<file path="config.mk">
export PLATFORM = sky130hd
export DESIGN_NAME = ctr_cascade_seq_flat
export DESIGN_NICKNAME = d
export VERILOG_FILES = /design/src/rtl/ctr_cascade_seq_if.sv /design/src/rtl/ctr_cascade_seq.sv /design/src/flat_wrapper.sv
export SDC_FILE = /design/constraint.sdc
export NUM_CORES = 1
export LEC_CHECK = 0
export ABC_AREA = 1
export CAP_MARGIN = 10
export CORE_ASPECT_RATIO = 1.25
export CORE_MARGIN = 4
export CORE_UTILIZATION = 45
export CTS_BUF_LIST = sky130_fd_sc_hd__clkbuf_4
export DETAILED_ROUTE_END_ITERATION = 6
export PLACE_DENSITY = 0.89
export SKIP_CTS_REPAIR_TIMING = 1
export SLEW_MARGIN = 25
export SYNTH_ARGS = -nofsm -noshare
export SYNTH_HDL_FRONTEND = slang
export SYNTH_SLANG_ARGS = --single-unit
export TNS_END_PERCENT = 10
</file>
<file path="constraint.sdc">
create_clock -name clk -period 5 [get_ports clk]
set_clock_uncertainty 0.2 [all_clocks]
set_input_delay 0.75 -clock clk [delete_from_list [all_inputs] [get_ports clk]]
set_output_delay 0.75 -clock clk [all_outputs]
set_load 0.1 [all_outputs]
</file>
<file path="src/rtl/ctr_cascade_seq_if.sv">
`default_nettype none
// ============================================================================
// Module      : ctr_cascade_seq_if
// Description : Signal bundle between the cascade sequencer and its
//               environment. Carries the command handshake, the pacing
//               and abort controls, the cascade control and readback
//               lines, and the status outputs.
//               slave  : sequencer side (ctr_cascade_seq)
//               master : command source plus counter cascade
// Revision    : 1.0 - initial release
// ============================================================================
interface ctr_cascade_seq_if;
    logic        cmd_valid;    // command offered
    logic        cmd_ready;    // command accepted when valid && ready
    logic [1:0]  cmd_op;       // 00 LOAD, 01 UP, 10 DOWN, 11 reserved
    logic [11:0] cmd_arg;      // LOAD value or UP/DOWN step count
    logic        step_en;      // one cascade step per RUN cycle when high
    logic        abort;        // ends RUN early
    logic [11:0] ctr_d;        // cascade parallel-load data
    logic        ctr_sel2;     // cascade mode, upper bit
    logic        ctr_sel1;     // cascade mode, lower bit
    logic        ctr_nCryIn;   // active-low carry-in to low stage
    logic        ctr_nCryOut;  // active-low carry-out of high stage
    logic [11:0] ctr_q;        // cascade readback (status only)
    logic        busy;         // sequencer not idle
    logic        done;         // one-cycle completion pulse
    logic        ovf;          // sticky terminal-count wrap flag
    logic [11:0] steps_left;   // remaining steps of current/last UP/DOWN

    modport slave (
        input  cmd_valid, cmd_op, cmd_arg, step_en, abort,
               ctr_nCryOut, ctr_q,
        output cmd_ready, ctr_d, ctr_sel2, ctr_sel1, ctr_nCryIn,
               busy, done, ovf, steps_left
    );

    modport master (
        output cmd_valid, cmd_op, cmd_arg, step_en, abort,
               ctr_nCryOut, ctr_q,
        input  cmd_ready, ctr_d, ctr_sel2, ctr_sel1, ctr_nCryIn,
               busy, done, ovf, steps_left
    );
endinterface
`default_nettype wire

</file>
<file path="src/rtl/ctr_cascade_seq.sv">
`default_nettype none
// ============================================================================
// Module      : ctr_cascade_seq
// Description : Command sequencer for a three-stage 4-bit counter cascade.
//               Accepts LOAD / UP / DOWN commands, drives the cascade mode,
//               carry-in and load data, counts remaining steps and flags a
//               terminal-count wrap.
// Ports       : clk    - single clock, rising edge
//               reset  - synchronous, active-high
//               bus    - ctr_cascade_seq_if.slave (handshake, cascade, status)
// Revision    : 1.0 - initial release
// ============================================================================
module ctr_cascade_seq (
    input  logic              clk,
    input  logic              reset,
    ctr_cascade_seq_if.slave  bus
);

    typedef enum logic [1:0] {
        S_IDLE = 2'd0,
        S_LOAD = 2'd1,
        S_RUN  = 2'd2,
        S_DONE = 2'd3
    } state_t;

    localparam logic [1:0] OP_LOAD   = 2'b00;
    localparam logic [1:0] OP_UP     = 2'b01;
    localparam logic [1:0] OP_DOWN   = 2'b10;

    localparam logic [1:0] MODE_LOAD = 2'b00;
    localparam logic [1:0] MODE_INC  = 2'b01;
    localparam logic [1:0] MODE_DEC  = 2'b10;
    localparam logic [1:0] MODE_HOLD = 2'b11;

    state_t      state_q, state_d;
    logic [1:0]  op_q,    op_d;
    logic [11:0] arg_q,   arg_d;
    logic [11:0] steps_q, steps_d;
    logic        ovf_q,   ovf_d;

    logic [1:0]  mode;
    logic        ready;
    logic        n_cry_in;
    logic        done_pulse;

    always_ff @(posedge clk) begin
        if (reset) begin
            state_q <= S_IDLE;
            op_q    <= OP_LOAD;
            arg_q   <= '0;
            steps_q <= '0;
            ovf_q   <= 1'b0;
        end else begin
            state_q <= state_d;
            op_q    <= op_d;
            arg_q   <= arg_d;
            steps_q <= steps_d;
            ovf_q   <= ovf_d;
        end
    end

    always_comb begin
        state_d    = state_q;
        op_d       = op_q;
        arg_d      = arg_q;
        steps_d    = steps_q;
        ovf_d      = ovf_q;
        mode       = MODE_HOLD;
        ready      = 1'b0;
        n_cry_in   = 1'b1;
        done_pulse = 1'b0;

        case (state_q)
            S_IDLE: begin
                ready = 1'b1;
                if (bus.cmd_valid) begin
                    ovf_d = 1'b0;
                    op_d  = bus.cmd_op;
                    arg_d = bus.cmd_arg;
                    case (bus.cmd_op)
                        OP_LOAD: state_d = S_LOAD;
                        OP_UP, OP_DOWN: begin
                            steps_d = bus.cmd_arg;
                            state_d = (bus.cmd_arg != 12'd0) ? S_RUN : S_DONE;
                        end
                        default: state_d = S_DONE;
                    endcase
                end
            end

            S_LOAD: begin
                mode    = MODE_LOAD;
                state_d = S_DONE;
            end

            S_RUN: begin
                // Mode depends only on the registered op, so there is no
                // combinational path from ctr_nCryOut to the mode selects.
                mode     = (op_q == OP_UP) ? MODE_INC : MODE_DEC;
                n_cry_in = !(bus.step_en && !bus.abort);
                if (bus.abort) begin
                    state_d = S_DONE;
                end else if (bus.step_en) begin
                    if (steps_q != 12'd0) begin
                        steps_d = steps_q - 12'd1;
                    end
                    // Terminal count seen on a step edge: the cascade wraps
                    // on this edge, so the command ends here.
                    if (!bus.ctr_nCryOut) begin
                        ovf_d   = 1'b1;
                        state_d = S_DONE;
                    end else if (steps_q <= 12'd1) begin
                        state_d = S_DONE;
                    end
                end
            end

            S_DONE: begin
                done_pulse = 1'b1;
                state_d    = S_IDLE;
            end

            default: state_d = S_IDLE;
        endcase
    end

    // Load data is always the registered argument; it only matters in
    // LOAD mode, and reset clears it to zero.
    assign bus.ctr_d      = arg_q;
    assign bus.ctr_sel2   = mode[1];
    assign bus.ctr_sel1   = mode[0];
    assign bus.ctr_nCryIn = n_cry_in;
    assign bus.cmd_ready  = ready;
    assign bus.busy       = (state_q != S_IDLE);
    assign bus.done       = done_pulse;
    assign bus.ovf        = ovf_q;
    assign bus.steps_left = steps_q;

endmodule
`default_nettype wire

</file>
<file path="src/flat_wrapper.sv">
// flat-port wrapper written by rule: the top's interface ports become plain ports
module ctr_cascade_seq_flat 
  (clk, reset, bus_cmd_valid, bus_cmd_op, bus_cmd_arg, bus_step_en, bus_abort, bus_ctr_nCryOut, bus_ctr_q, bus_cmd_ready, bus_ctr_d, bus_ctr_sel2, bus_ctr_sel1, bus_ctr_nCryIn, bus_busy, bus_done, bus_ovf, bus_steps_left);
  ctr_cascade_seq_if bus_i ();
  input  logic clk;
  input  logic reset;
  input wire logic [$bits(bus_i.cmd_valid)-1:0] bus_cmd_valid;
  input wire logic [$bits(bus_i.cmd_op)-1:0] bus_cmd_op;
  input wire logic [$bits(bus_i.cmd_arg)-1:0] bus_cmd_arg;
  input wire logic [$bits(bus_i.step_en)-1:0] bus_step_en;
  input wire logic [$bits(bus_i.abort)-1:0] bus_abort;
  input wire logic [$bits(bus_i.ctr_nCryOut)-1:0] bus_ctr_nCryOut;
  input wire logic [$bits(bus_i.ctr_q)-1:0] bus_ctr_q;
  output wire logic [$bits(bus_i.cmd_ready)-1:0] bus_cmd_ready;
  output wire logic [$bits(bus_i.ctr_d)-1:0] bus_ctr_d;
  output wire logic [$bits(bus_i.ctr_sel2)-1:0] bus_ctr_sel2;
  output wire logic [$bits(bus_i.ctr_sel1)-1:0] bus_ctr_sel1;
  output wire logic [$bits(bus_i.ctr_nCryIn)-1:0] bus_ctr_nCryIn;
  output wire logic [$bits(bus_i.busy)-1:0] bus_busy;
  output wire logic [$bits(bus_i.done)-1:0] bus_done;
  output wire logic [$bits(bus_i.ovf)-1:0] bus_ovf;
  output wire logic [$bits(bus_i.steps_left)-1:0] bus_steps_left;
  assign bus_i.cmd_valid = bus_cmd_valid;
  assign bus_i.cmd_op = bus_cmd_op;
  assign bus_i.cmd_arg = bus_cmd_arg;
  assign bus_i.step_en = bus_step_en;
  assign bus_i.abort = bus_abort;
  assign bus_i.ctr_nCryOut = bus_ctr_nCryOut;
  assign bus_i.ctr_q = bus_ctr_q;
  assign bus_cmd_ready = bus_i.cmd_ready;
  assign bus_ctr_d = bus_i.ctr_d;
  assign bus_ctr_sel2 = bus_i.ctr_sel2;
  assign bus_ctr_sel1 = bus_i.ctr_sel1;
  assign bus_ctr_nCryIn = bus_i.ctr_nCryIn;
  assign bus_busy = bus_i.busy;
  assign bus_done = bus_i.done;
  assign bus_ovf = bus_i.ovf;
  assign bus_steps_left = bus_i.steps_left;
  ctr_cascade_seq u_core (.clk(clk), .reset(reset), .bus(bus_i));
endmodule
</file>
# Yosys cells after proc, flatten, opt, wreduce, memory -nomap -nowiden
# Cells that the tools add are included.
# totals
regBits	29
in_bits	32
out_inout_bits	31
elab_cells	59
# op_classes
add_sub_neg	1
order_cmp	1
n_eq_ne	14
mux	24
n_reduce_logical	14
# op_table
op	n
$mux W12	5
$pmux W12 S2	1
$reduce_bool A12 Y1	2
$le A12 B1 Y1 const B	1
$mux W2	6
$sub A12 B1 Y12 const B	1
$ne A2 B2 Y1 const B	5
$mux W1	8
$pmux W2 S2	2
$pmux W2 S4	1
$eq A2 B1 Y1 const B	3
$eq A2 B2 Y1 const B	3
$reduce_and A6 Y1	1
$reduce_and A5 Y1	1
$logic_not A2 Y1	2
$ne A4 B3 Y1 const B	1
$reduce_bool A2 Y1	2
$ne A3 B3 Y1 const B	1
$reduce_and A3 Y1	1
$logic_not A1 Y1	2
$ne A2 B1 Y1 const B	1
$pmux W1 S2	1
$reduce_and A2 Y1	1
$reduce_or A2 Y1	1
$logic_and A1 B1 Y1	1

# Depth between registers and ports, before layout
# logic_depth
word_depth	6
depth_mapped	11
ltp_nobuf	11

# Least setup slack after synthesis
# Ideal clock, no wire load.
# synth_path
path_type	register -> output
from	reg u_core.state_q[0]
to	out bus_ctr_sel2
arrival_ns	3.221
required_time_ns	4.050
path_slack_ns	0.829
path_stages_with_launch	7
path_buffers	2
path_cell_list	dfxtp_1 -> inv_1 -> ha_1 -> buf_6 -> clkbuf_1 -> nand3_1 -> a21boi_0
# synth_via
elab_chain_len	2
word_cells_on_any_way	3
cone_classes	2 x eq/ne; 1 x mux
# synth_lines
element	line	source
start: declaration	ctr_cascade_seq.sv:35	state_t state_q, state_d;
start signal: assignment	ctr_cascade_seq.sv:54	state_q <= state_d;
$eq A2 B2 Y1 or $eq A2 B1 Y1 (tied branches)	ctr_cascade_seq.sv:73	case (state_q)
$pmux W2 S2 (*)	ctr_cascade_seq.sv:73	
end: declaration	flat_wrapper.sv:16	output wire logic [$bits(bus_i.ctr_sel2)-1:0] bus_ctr_sel2;
# Every way passes the cells marked *; elsewhere a longest branch is shown, timed or not.

# Worst setup path in the final report
# layout_path
from	reg u_core.state_q[0]
to	out bus_ctr_sel1
# layout_via
elab_chain_len	2
word_cells_on_any_way	3
cone_classes	2 x eq/ne; 1 x mux
# layout_lines
element	line	source
$eq A2 B2 Y1 or $eq A2 B1 Y1 (tied branches)	ctr_cascade_seq.sv:73	
$pmux W2 S2 (*)	ctr_cascade_seq.sv:73	
end: declaration	flat_wrapper.sv:17	output wire logic [$bits(bus_i.ctr_sel1)-1:0] bus_ctr_sel1;
# Marks and branches as above.

==> impl_table.tex <==
\begin{tabular}{lr}
\hline
Metric & Value \\
\hline
\multicolumn{2}{l}{\textbf{Clock network}} \\
Clock-pin slew reported for the worst setup and hold paths after clock tree synthesis & $\sim$0.10 ns \\
Insertion delay to the later sink of the worst-skew pair & about 0.34 ns \\
Clock root buffer master & sky130\_fd\_sc\_hd\_\_clkbuf\_4 \\
Maximum clock path buffer count & 2 \\
Clock buffer count from CTS & 5 \\
Clock Sink Count & 29 \\
H-tree levels & 2 \\
CTS tree & yes \\
\multicolumn{2}{l}{\textbf{Setup path}} \\
CP Class & flop to output pin \\
FF-to-FF setup slack & 2.49 ns \\
Path depth of the worst reg2reg path & 8 \\
CP Launch Type & flop \\
Crit path DAT & approximately 3.0 ns \\
RR Startpoint & u\_core.state\_q[0]\$\_SDFFE\_PP0P\_ \\
Type of element capturing the critical path & output pin \\
Critical register-to-register path endpoint & u\_core.bus.steps\_left[8]\$\_SDFFE\_PP0P\_ \\
Critical path fanouts, max & 27 \\
Worst path required time & about 4.1 ns \\
\multicolumn{2}{l}{\textbf{Timing}} \\
Final setup fails & 0 \\
Tightest Pin Transition & $\sim$0.98 ns \\
Endpoints failing hold & 0 \\
RSZ-0062 raised after global routing & no \\
Max-Slew Margin vs Limit & 34.6\% \\
Period Utilization, post-route & approximately 80\% \\
Max Clk Rate & 255 MHz \\
Post-layout minimum cycle time & about 4 ns \\
Final slew viol count & 0 \\
Final total negative setup slack & 0 ns \\
\multicolumn{2}{l}{\textbf{Detailed routing}} \\
DR vias & around 1900 \\
Final routed wirelength across all metal layers & 4590 um \\
Per-cell via count in the routed design & a little over 5 \\
DRC marker count from the first detailed-route iteration & just over 70 \\
Length of the first detailed-routing pass in iterations & 4 \\
Wirelength per Cell & $\sim$12 um \\
Number of nets with antenna violations after detailed routing & 0 \\
DRC violation count after routing & 0 \\
\multicolumn{2}{l}{\textbf{Global routing}} \\
Sum of overflow across all layers after global routing & 0 \\
Global-route usage over all layers & just under 20\% \\
Number of antenna violations at the first check in global routing & 0 \\
Number of global-route vias before repair & $\sim$1800 \\
Wire length of the first global-routing pass & around 7800 um \\
Largest net degree at the start of global routing & 28 \\
\multicolumn{2}{l}{\textbf{Synthesis}} \\
Adder-cell area share of the yosys netlist & between 7 and 8\% \\
Area fraction in and, or, nand and nor cells after synthesis & between 30\% and 40\% \\
Main combinational cell family by area after synthesis & simple AND/OR/NAND/NOR gates \\
Xor and xnor fraction of the mapped netlist area & less than 1\% \\
Portion of synthesized cell area occupied by the leading cell type & roughly a third \\
YS warnings & 0 \\
Multiplexer fraction of the synthesized cell area & 0\% \\
Number of nets in the synthesized netlist & between 300 and 400 \\
Synth area leaders & sky130\_fd\_sc\_hd\_\_dfxtp\_1 32\%, sky130\_fd\_sc\_hd\_\_nand2\_1 11\%, sky130\_fd\_sc\_hd\_\_nor2\_1 9.5\% \\
Total of flip-flops plus latches after synthesis & 29 \\
Number of instances in the synthesized netlist & approximately 270 \\
Sequential fraction of the synthesis area & 31.8\% \\
Area fraction in compound gates after synthesis & about 19\% \\
Count of cell types in the netlist & 27 \\
Area leader, netlist & sky130\_fd\_sc\_hd\_\_dfxtp\_1 \\
Avg Inst Size Synth & between 6 and 7 um\^{}2 \\
Summed instance area of the synthesized netlist & around 1800 um\^{}2 \\
\multicolumn{2}{l}{\textbf{Place}} \\
Gpl congestion & $\sim$0.83 \\
Number of port buffers & 50 \\
Cell count after placement & 369 \\
Dpl hpwl & 3420 um \\
\multicolumn{2}{l}{\textbf{Layout}} \\
Sequential Area & a little under 600 um\^{}2 \\
Area of combinational cells with multiple inputs & 1050 um\^{}2 \\
Area growth from synthesis to layout & 32.0\% \\
Net count of the finished layout & $\sim$370 \\
Antenna Cells & 0 \\
Number of fillers in the final layout & roughly 360 \\
Fraction of final layout cells sized beyond drive strength 1 & 9.29\% \\
Non-filler cells in the finished layout & roughly 380 \\
\multicolumn{2}{l}{\textbf{Min path}} \\
Endpoint with the worst hold slack & u\_core.op\_q[1]\$\_SDFFE\_PP0P\_ \\
Min-delay src & u\_core.op\_q[1]\$\_SDFFE\_PP0P\_ \\
Worst min-delay path category & flop to flop \\
Number of cells on the worst hold path & 2 \\
\multicolumn{2}{l}{\textbf{Die}} \\
Total I/O pin count & between 60 and 70 \\
DIE HEIGHT & about 79 um \\
Horiz. Die Dim & 65.0 um \\
Area of the core & roughly 3800 um\^{}2 \\
Number of placement rows & 25 \\
Die ar. & a little over 5000 um\^{}2 \\
Initial core utilization & approximately 47\% \\
\multicolumn{2}{l}{\textbf{Job}} \\
Number of max-capacitance violations reported & 0 \\
\multicolumn{2}{l}{\textbf{Status}} \\
Result of the run & finished, final reports clean \\
\hline
\end{tabular}
==> worst max path at each step <==
| stage | from | to | slack [ns] | cells past startpoint |
|---|---|---|---|---|
| finish | u_core.state_q[0]$_SDFFE_PP0P_ | bus_ctr_sel1 | 1.07 | 5 |
| global route | u_core.state_q[0]$_SDFFE_PP0P_ | bus_ctr_sel1 | 0.87 | 5 |
| CTS | u_core.state_q[0]$_SDFFE_PP0P_ | bus_ctr_sel1 | 1.06 | 5 |
| detailed placement | u_core.state_q[0]$_SDFFE_PP0P_ | bus_ctr_sel1 | 1.44 | 5 |
| global placement | u_core.state_q[0]$_SDFFE_PP0P_ | bus_ctr_sel1 | 1.47 | 5 |
| floorplan | u_core.state_q[0]$_SDFFE_PP0P_ | bus_ctr_sel2 | 0.83 | 6 |
==> registers in the layout, summed over array words and instances, names as in the netlist <==
signal,flops
u_core.bus.ctr_d,12
u_core.op_q,2
u_core.bus.steps_left,12
u_core.bus.ovf,1
u_core.state_q,2
==> cells in the final DEF (no fill, tap or decap) <==
| cell type | Yosys | routed |
|---|---|---|
| sky130_fd_sc_hd__clkbuf_4 | 0 | 6 |
| sky130_fd_sc_hd__clkinv_1 | 0 | 1 |
| sky130_fd_sc_hd__a21oi_2 | 7 | 7 |
| sky130_fd_sc_hd__nand2_2 | 5 | 5 |
| sky130_fd_sc_hd__or2_2 | 1 | 1 |
| sky130_fd_sc_hd__a32oi_1 | 1 | 1 |
| sky130_fd_sc_hd__nor3_1 | 1 | 1 |
| sky130_fd_sc_hd__ha_1 | 11 | 11 |
| sky130_fd_sc_hd__o21ai_1 | 1 | 1 |
| sky130_fd_sc_hd__clkdlybuf4s50_1 | 0 | 49 |
| sky130_fd_sc_hd__o21a_1 | 1 | 1 |
| sky130_fd_sc_hd__inv_1 | 33 | 33 |
| sky130_fd_sc_hd__inv_2 | 1 | 1 |
| sky130_fd_sc_hd__nand3_1 | 21 | 21 |
| sky130_fd_sc_hd__nor2_2 | 1 | 1 |
| sky130_fd_sc_hd__bufinv_16 | 0 | 1 |
| sky130_fd_sc_hd__o21ai_0 | 28 | 28 |
| sky130_fd_sc_hd__nor2_1 | 46 | 46 |
| sky130_fd_sc_hd__a31oi_1 | 1 | 1 |
| sky130_fd_sc_hd__nor2_4 | 3 | 3 |
| sky130_fd_sc_hd__buf_4 | 0 | 1 |
| sky130_fd_sc_hd__dfxtp_1 | 29 | 29 |
| sky130_fd_sc_hd__nand2_1 | 53 | 53 |
| sky130_fd_sc_hd__xor2_1 | 1 | 1 |
| sky130_fd_sc_hd__o21ai_2 | 3 | 3 |
| sky130_fd_sc_hd__a21oi_1 | 15 | 15 |
| sky130_fd_sc_hd__a21boi_0 | 1 | 1 |
| sky130_fd_sc_hd__nand2_4 | 1 | 1 |
==> per-layer routing <==
layer,wire (um),GRT usage (%),vias to the layer above,part of all wire (%)
met5,0,0,-,0
met4,88,8.46,0,1.9
met3,294,5.80,10,6.4
met2,2230,31.9,71,49
met1,1970,22.6,856,43
li1,-,-,965,-
==> area by class of cell <==
type	count	area share, %
multi-input combinational	202	43.8
sequential	29	24.1
timing repair buffer	50	20.7
inverter	34	5.30
tap	54	2.81
clock buffer	6	1.87
clock inverter	2	1.40
==> cells in the mapped netlist <==
library cell / number
sky130_fd_sc_hd__nand2_1: 53
sky130_fd_sc_hd__nor2_1: 46
sky130_fd_sc_hd__inv_1: 33
sky130_fd_sc_hd__dfxtp_1: 29
sky130_fd_sc_hd__o21ai_0: 28
sky130_fd_sc_hd__nand3_1: 21
sky130_fd_sc_hd__a21oi_1: 15
sky130_fd_sc_hd__ha_1: 11
sky130_fd_sc_hd__a21oi_2: 7
sky130_fd_sc_hd__nand2_2: 5
sky130_fd_sc_hd__clkbuf_1: 4
sky130_fd_sc_hd__buf_2: 3
sky130_fd_sc_hd__nor2_4: 3
sky130_fd_sc_hd__o21ai_2: 3
sky130_fd_sc_hd__a21boi_0: 1
sky130_fd_sc_hd__a31oi_1: 1
sky130_fd_sc_hd__a32oi_1: 1
sky130_fd_sc_hd__buf_12: 1
sky130_fd_sc_hd__buf_6: 1
sky130_fd_sc_hd__inv_2: 1
sky130_fd_sc_hd__nand2_4: 1
sky130_fd_sc_hd__nor2_2: 1
sky130_fd_sc_hd__nor3_1: 1
sky130_fd_sc_hd__o21a_1: 1
sky130_fd_sc_hd__o21ai_1: 1
sky130_fd_sc_hd__or2_2: 1
sky130_fd_sc_hd__xor2_1: 1
==> critical path, cell delays in order, from the launching register on <==
cell	delay [ns]
sky130_fd_sc_hd__dfxtp_1	0.34
sky130_fd_sc_hd__inv_1	0.12
sky130_fd_sc_hd__ha_1	0.74
sky130_fd_sc_hd__nand3_1	0.17
sky130_fd_sc_hd__o21ai_0	0.11
sky130_fd_sc_hd__clkdlybuf4s50_1	1.16
==> per-stage QoR <==
step | worst slack (ns) | area [um^2] | utilization (%) | hold slack (ns)
floorplan | 0.829 | 1820 | - | 0.229
global placement | 1.47 | 2330 | 60.5 | 0.241
detailed placement | 1.44 | 2330 | 60.5 | 0.249
CTS | 1.06 | 2410 | 62.6 | 0.265
global route | 0.866 | 2410 | 62.6 | 0.298
finish | 1.07 | 2410 | 62.6 | 0.263
==> cell families after synthesis <==
family,Yosys count
and+or+nand+nor,132
AOI/OAI and AO/OA,58
buffers and inverters,43
DFF,29
adders and majority gates,11
xor gates and xnor gates,1
Power is left out: the tool's default activity adds up to more than one toggle a clock period on the data nets, which glitch-free logic cannot reach.
